**src/rtl/cache_fill_fsm.sv**
```systemverilog
// cache_fill_fsm: miss-handling engine that refills one cache block from a
// pipelined, fixed-latency main memory. It latches the aligned block base and
// issues one word read per cycle. Each returned word is written into the data
// array as it arrives, and the tag is written together with the last word.
// Optional feature macro: CACHE_FILL_CWF_EN (critical word first). When it is
// defined, requests and data writes start at the missed word and wrap around
// the block. When it is undefined, the fill runs in sequential order from word 0.
module cache_fill_fsm #(
  parameter int WORDS_PER_BLOCK = 8,
  parameter int AWIDTH          = 16,
  parameter int DWIDTH          = 16
) (
  input  logic                               clk,
  input  logic                               rst,
  input  logic                               miss_detected,
  input  logic [AWIDTH-1:0]                  miss_address,
  output logic                               fsm_busy,
  output logic                               mem_read_en,
  output logic [AWIDTH-1:0]                  memory_address,
  input  logic                               memory_data_valid,
  input  logic [DWIDTH-1:0]                  memory_data,
  output logic                               write_data_array,
  output logic [$clog2(WORDS_PER_BLOCK)-1:0] word_offset,
  output logic [DWIDTH-1:0]                  fill_data,
  output logic                               write_tag_array,
  output logic [AWIDTH-1:0]                  block_address
);
  localparam int OFFW = $clog2(WORDS_PER_BLOCK);
  // Words are 2 bytes wide, so the block occupies OFFW+1 byte-offset bits.
  localparam int BOFF = OFFW + 1;

  typedef enum logic {IDLE, FILL} state_t;

  state_t            state;
  // issue_cnt carries one extra bit; its MSB set means all requests are out.
  logic [OFFW:0]     issue_cnt;
  logic [OFFW-1:0]   recv_cnt;
  logic [OFFW-1:0]   start;
  logic [OFFW-1:0]   miss_start;
  logic [OFFW-1:0]   req_idx;

`ifdef CACHE_FILL_CWF_EN
  assign miss_start = miss_address[OFFW:1];
`else
  assign miss_start = '0;
`endif

  // Word indices wrap naturally within OFFW bits, so the base never carries.
  assign req_idx = start + issue_cnt[OFFW-1:0];

  // Fill sequencing: latch the miss, then count requests and returned words.
  always_ff @(posedge clk) begin
    if (rst) begin
      state         <= IDLE;
      issue_cnt     <= '0;
      recv_cnt      <= '0;
      start         <= '0;
      block_address <= '0;
    end else begin
      case (state)
        IDLE: begin
          if (miss_detected) begin
            block_address <= {miss_address[AWIDTH-1:BOFF], {BOFF{1'b0}}};
            start         <= miss_start;
            issue_cnt     <= '0;
            recv_cnt      <= '0;
            state         <= FILL;
          end
        end
        FILL: begin
          if (!issue_cnt[OFFW]) issue_cnt <= issue_cnt + 1'b1;
          if (memory_data_valid) begin
            recv_cnt <= recv_cnt + 1'b1;
            if (recv_cnt == '1) state <= IDLE;
          end
        end
        default: state <= IDLE;
      endcase
    end
  end

  // Strobes and their qualified data. Payloads are forced to zero when idle.
  always_comb begin
    fsm_busy         = 1'b0;
    mem_read_en      = 1'b0;
    memory_address   = '0;
    write_data_array = 1'b0;
    word_offset      = '0;
    fill_data        = '0;
    write_tag_array  = 1'b0;
    if (state == FILL) begin
      fsm_busy = 1'b1;
      if (!issue_cnt[OFFW]) begin
        mem_read_en    = 1'b1;
        memory_address = {block_address[AWIDTH-1:BOFF], req_idx, 1'b0};
      end
      if (memory_data_valid) begin
        write_data_array = 1'b1;
        word_offset      = start + recv_cnt;
        fill_data        = memory_data;
        write_tag_array  = (recv_cnt == '1);
      end
    end else begin
      // The stall must be raised in the same cycle the miss is seen.
      // It is held low while reset is asserted.
      fsm_busy = miss_detected && !rst;
    end
  end
endmodule

```
**config.mk**
```make
export PLATFORM = sky130hd
export DESIGN_NAME = cache_fill_fsm
export DESIGN_NICKNAME = d
export VERILOG_FILES = /design/src/rtl/cache_fill_fsm.sv
export SDC_FILE = /design/constraint.sdc
export NUM_CORES = 1
export LEC_CHECK = 0
export BUFFER_PORTS_ARGS = -buffer_cell sky130_fd_sc_hd__buf_2
export CORE_MARGIN = 2
export CORE_UTILIZATION = 40
export DETAILED_ROUTE_END_ITERATION = 10
export PLACE_DENSITY_LB_ADDON = 0.05
export SLEW_MARGIN = 5
export SYNTH_ARGS = -nofsm -noshare
export SYNTH_HDL_FRONTEND = slang
export SYNTH_SLANG_ARGS = --single-unit
```
**constraint.sdc**
```tcl
create_clock -name clk -period 1.7 [get_ports clk]
set_clock_uncertainty 0.05 [all_clocks]
set_input_delay 0.17 -clock clk [delete_from_list [all_inputs] [get_ports clk]]
set_output_delay 0.17 -clock clk [all_outputs]
set_load 0.005 [all_outputs]
```
======== Yosys cells after proc, flatten, opt, wreduce, memory -nomap -nowiden ========
Index checks and enable logic that the tools add are counted.
word-level totals
  bits in registers ....................... 20
  input bits .............................. 36
  output and inout port bits .............. 55
  word-level logic and storage cells ...... 40
operators by class
  add/subtract/negate cells ............... 2
  equal/unequal tests ..................... 4
  mux-type cells .......................... 23
  bitwise gates (word level) .............. 1
  reduce and logical (&&, ||, !) cells .... 5
operators by type and width
  kind                                                            number
  16-bit 2-to-1 mux                                               4
  3-bit 2-to-1 mux                                                4
  1-bit 2-to-1 mux                                                10
  4-bit 2-to-1 mux                                                2
  4-bit one-hot mux with 2 select lines                           1
  2-bit != test (second input constant)                           3
  3-bit one-hot mux with 2 select lines                           1
  2-bit AND reduction                                             3
  4-bit by 1-bit adder with 4-bit output (second input constant)  1
  3-bit by 1-bit adder with 3-bit output (second input constant)  1
  3-bit equality test (second input constant)                     1
  1-bit one-hot mux with 2 select lines                           1
  1-bit logical AND                                               1
  1-bit logical NOT                                               1
  1-bit NOT                                                       1

======== Logic depth before layout (Yosys ltp) ========
  depth in word-level cells ............... 4
  gate-level depth with buffers ........... 6
  gate-level depth less buffers ........... 4

======== Least setup slack after synthesis ========
OpenSTA, ideal clock, no wires.
  kind .................................... register to output
  start point ............................. register state
  end point ............................... output memory_address[10]
  data arrival time ....................... 0.913 ns
  slack ................................... 0.567 ns
  cell stages (with the launch flop) ...... 6
  path buffers ............................ 2
  cells stage by stage .................... dfxtp_1 buf_6 nand2b_2 inv_1 buf_4 and2_1
between the ends
  longest elaborated chain between the ends .. 1
ends and longest elaborated chain
  what                    RTL line  source
  from (decl)             34        state_t state;
  from (signal assigned)  54        state <= IDLE;
  from (signal assigned)  67        state <= FILL;
  from (signal assigned)  74        if (recv_cnt == '1) state <= IDLE;
  16-bit 2-to-1 mux       91        if (state == FILL) begin
  to (decl)               19        output logic [AWIDTH-1:0] memory_address,
No other way between the ends.

======== Worst setup path in the final report ========
  start point ............................. register issue_cnt[3]
  end point ............................... output memory_address[1]
between the ends
  longest elaborated chain between the ends .. 2
ends and longest elaborated chain
  what                    RTL line  source
  from (decl)             36        logic [OFFW:0] issue_cnt;
  from (signal assigned)  71        if (!issue_cnt[OFFW]) issue_cnt <= issue_cnt + 1'b1;
  16-bit 2-to-1 mux       93        if (!issue_cnt[OFFW]) begin
  16-bit 2-to-1 mux       91
No other way between the ends.

==> flow_summary.toml <==
[critical_path]
cp_num_cells = 4
crit_required_ns = 1.48
cp_max_fo = 9
cp-start-kind = "register"
reg2reg_to = "block_address[6]"
crit_path_end = "memory_address[1]"
r2r_cells = 4
crit_family = "simple AND/OR/NAND/NOR gates"
r2r_setup_slack_ns = 0.48
arrival_ns = 1.37
crit_chain = "nand2b_4, clkinvlp_4, and2_1, buf_2"
cp_slowest_cell = "dfxtp_1"
crit_path_max_incr_delay_ns = 0.37
crit_type = "register to output port"
end_kind = "output port"
worst-path-buf-inv = 2
critPathLaunch = "issue_cnt[3]"
r2r_start = "state"

[drt]
drtIter0Drc = 42
drt-wirelength-per-cell_um = 11.7
vias = 1219
drcViolationCount = 0
first_pass_iters = 4
ant_nets = 0
wirelength_mm = 2.92
viasPerCell = 4.88

[sta]
period_needed_ns = 1.59
setup_viol = 0
min_period_over_period = 0.937
fin_hold_ws_ns = 0.0364
final-hold-violation-count = 0
fmax_mhz = 628
slew_violations = 0

[global_route]
grt_pass1_vias = 1016
use_met2 = 0.310
grtUsageMet3 = 0.0313
grt_first_pass_wirelength_mm = 4.22
overflow = 0
grt_use_met1 = 0.170
track_usage = 0.158
top_usage_layer = "met2"
antenna_found_initial = 0
grt_start_max_net_pins = 22

[synthesis]
ys_seq_elements = 20
syn_inst = 141
synth_warnings = 0
yosysSeqAreaShare = 0.346
syn_area_per_cell_um2 = 8.21
synth_cell_types = 26
synth_area_um2 = 1160

[cts]
cts_root_buffer = "clkbuf_4"
cts_buffers = 3
cts_hold_buf = 0
clk_path_buf_depth = 2
cts_tree = "yes"
clock_latency_ns = 0.30
cts.sinks = 20
htreeDepth = 1
cts.clk_slew.worst_paths_ns = 0.12

[placement]
place.gp.congestion = 0.692
port_buffers = 81
placed_area_um2 = 1520
dpl.hpwl_mm = 2.13

[worst_hold_path]
hold_path_class = "input port to register"

[floorplan]
num_rows = 19
num_io_pins = 91
start_util = 0.420
coreArea_um2 = 2760
die_y_um = 57.8
dieArea_um2 = 3340
die_x_um = 57.8

[pwr]
pwr_density_cell_nw_per_um2 = 692
ir_drop_uv = 448
p_leak_uw = 0.000923

[finish]
fin_util = 0.580
antenna_cells = 0
drive_above_1_share = 0.511
fillerInstances = 294
final_area_um2 = 1600
areaGrowthSynthToFinish_pct = 38.2
nets = 259

[status]
status = "complete, no violations"

[flow_run]
maxCapViolations = 0
## report_power, final
part / switching (uW) / total [uW] / internal, uW
registers: 20.5 / 512 / 491
logic: 110 / 209 / 98.7
clock network: 148 / 386 / 238
## layout by cell type (no fill, tap or decap), drive strengths merged, types with 3 or more instances in the layout
| cell | count |
|---|---|
| buf | 85 |
| nand2 | 29 |
| and3 | 20 |
| dfxtp | 20 |
| a21oi | 17 |
| and2 | 15 |
| conb | 5 |
| nand3 | 4 |
| ha | 3 |
| clkbuf | 3 |
| nand2b | 3 |
## cells in the mapped netlist
| library cell | instances | area, um^2 |
|---|---|---|
| a21o_1 | 1 | 7.51 |
| a21oi_1 | 8 | 40.0 |
| a21oi_2 | 9 | 78.8 |
| and2_1 | 15 | 93.8 |
| and3_1 | 20 | 125 |
| buf_12 | 1 | 20.0 |
| buf_4 | 7 | 52.6 |
| buf_6 | 2 | 22.5 |
| clkbuf_1 | 6 | 22.5 |
| conb_1 | 1 | 3.75 |
| dfxtp_1 | 20 | 400 |
| ha_1 | 3 | 37.5 |
| inv_1 | 3 | 11.3 |
| nand2_1 | 21 | 78.8 |
| nand2_2 | 8 | 50.1 |
| nand2b_1 | 1 | 6.26 |
| nand2b_2 | 1 | 8.76 |
| nand2b_4 | 1 | 13.8 |
| nand3_1 | 4 | 20.0 |
| nand3b_1 | 1 | 7.51 |
| nand4_1 | 2 | 12.5 |
| nor2_1 | 1 | 3.75 |
| nor2b_4 | 1 | 13.8 |
| nor3_1 | 2 | 10.0 |
| o31ai_1 | 1 | 7.51 |
| xor2_1 | 1 | 8.76 |
## layout make-up
class / count / area [um^2] / share of cell area
clock buffers: 3 / 22.5 / 0.0141
clock inverters: 1 / 30.0 / 0.0188
inverters: 3 / 15.0 / 0.00939
multi-input cells: 106 / 648 / 0.405
flip-flops and latches: 20 / 402 / 0.251
well taps: 31 / 38.8 / 0.0243
repair buffers: 85 / 435 / 0.272
repair inverters: 1 / 7.51 / 0.00469
## tightest hold or removal path: stages
cell and delay, ns:
buf_2 0.09, nand2_1 0.04, a21oi_1 0.05
## state kept, by name (all words and copies together), names as in the netlist
| register | flops |
|---|---|
| block_address | 12 |
| issue_cnt | 4 |
| recv_cnt | 3 |
| state | 1 |
## layer usage
metal	up-vias	share of wire
met5	-	0
met4	0	0.0092
met3	4	0.10
met2	61	0.51
met1	543	0.38
li1	611	-
## how the worst min path moves through the flow
stage                          start                 to  slack [ns]  cells after the start
detailed placement  miss_address[14]  block_address[14]        0.37                      3
finish              miss_address[12]  block_address[12]        0.04                      3
global placement     miss_address[4]   block_address[4]        0.36                      3
floorplan           miss_address[12]  block_address[12]        0.26                      2
CTS                 miss_address[14]  block_address[14]        0.03                      3
global route        miss_address[13]  block_address[13]        0.04                      3
## cell families after synthesis
family / after synthesis / share of synthesized area
other: 1 / 0.00324
AND/OR/NAND/NOR: 78 / 0.384
adder cells (fa/ha/maj): 3 / 0.0324
AO/OA/AOI/OAI: 19 / 0.116
XOR/XNOR: 1 / 0.00757
flip-flops: 20 / 0.346
buffers and inverters: 19 / 0.111
## per-stage QoR
step	TNS [ns]	total power (uW)	std cells	worst slack, ns
global route	-0.00290	1160	250	-0.00290
floorplan	0	649	145	0.567
global placement	0	717	244	0.345
detailed placement	0	724	244	0.308
finish	0	1110	250	0.107
CTS	0	1120	248	0.000113
## repair_timing
item / 4_1_cts / 5_1_grt
cloned: 0 / 1
setup endpoints to repair: 15 / 16
setup buffers: 0 / 1
gates resized for setup: 1 / 3
endpoints found under the hold margin: 0 / 0
pin swaps: 1 / 0
Power figures use the tool's default switching activity.
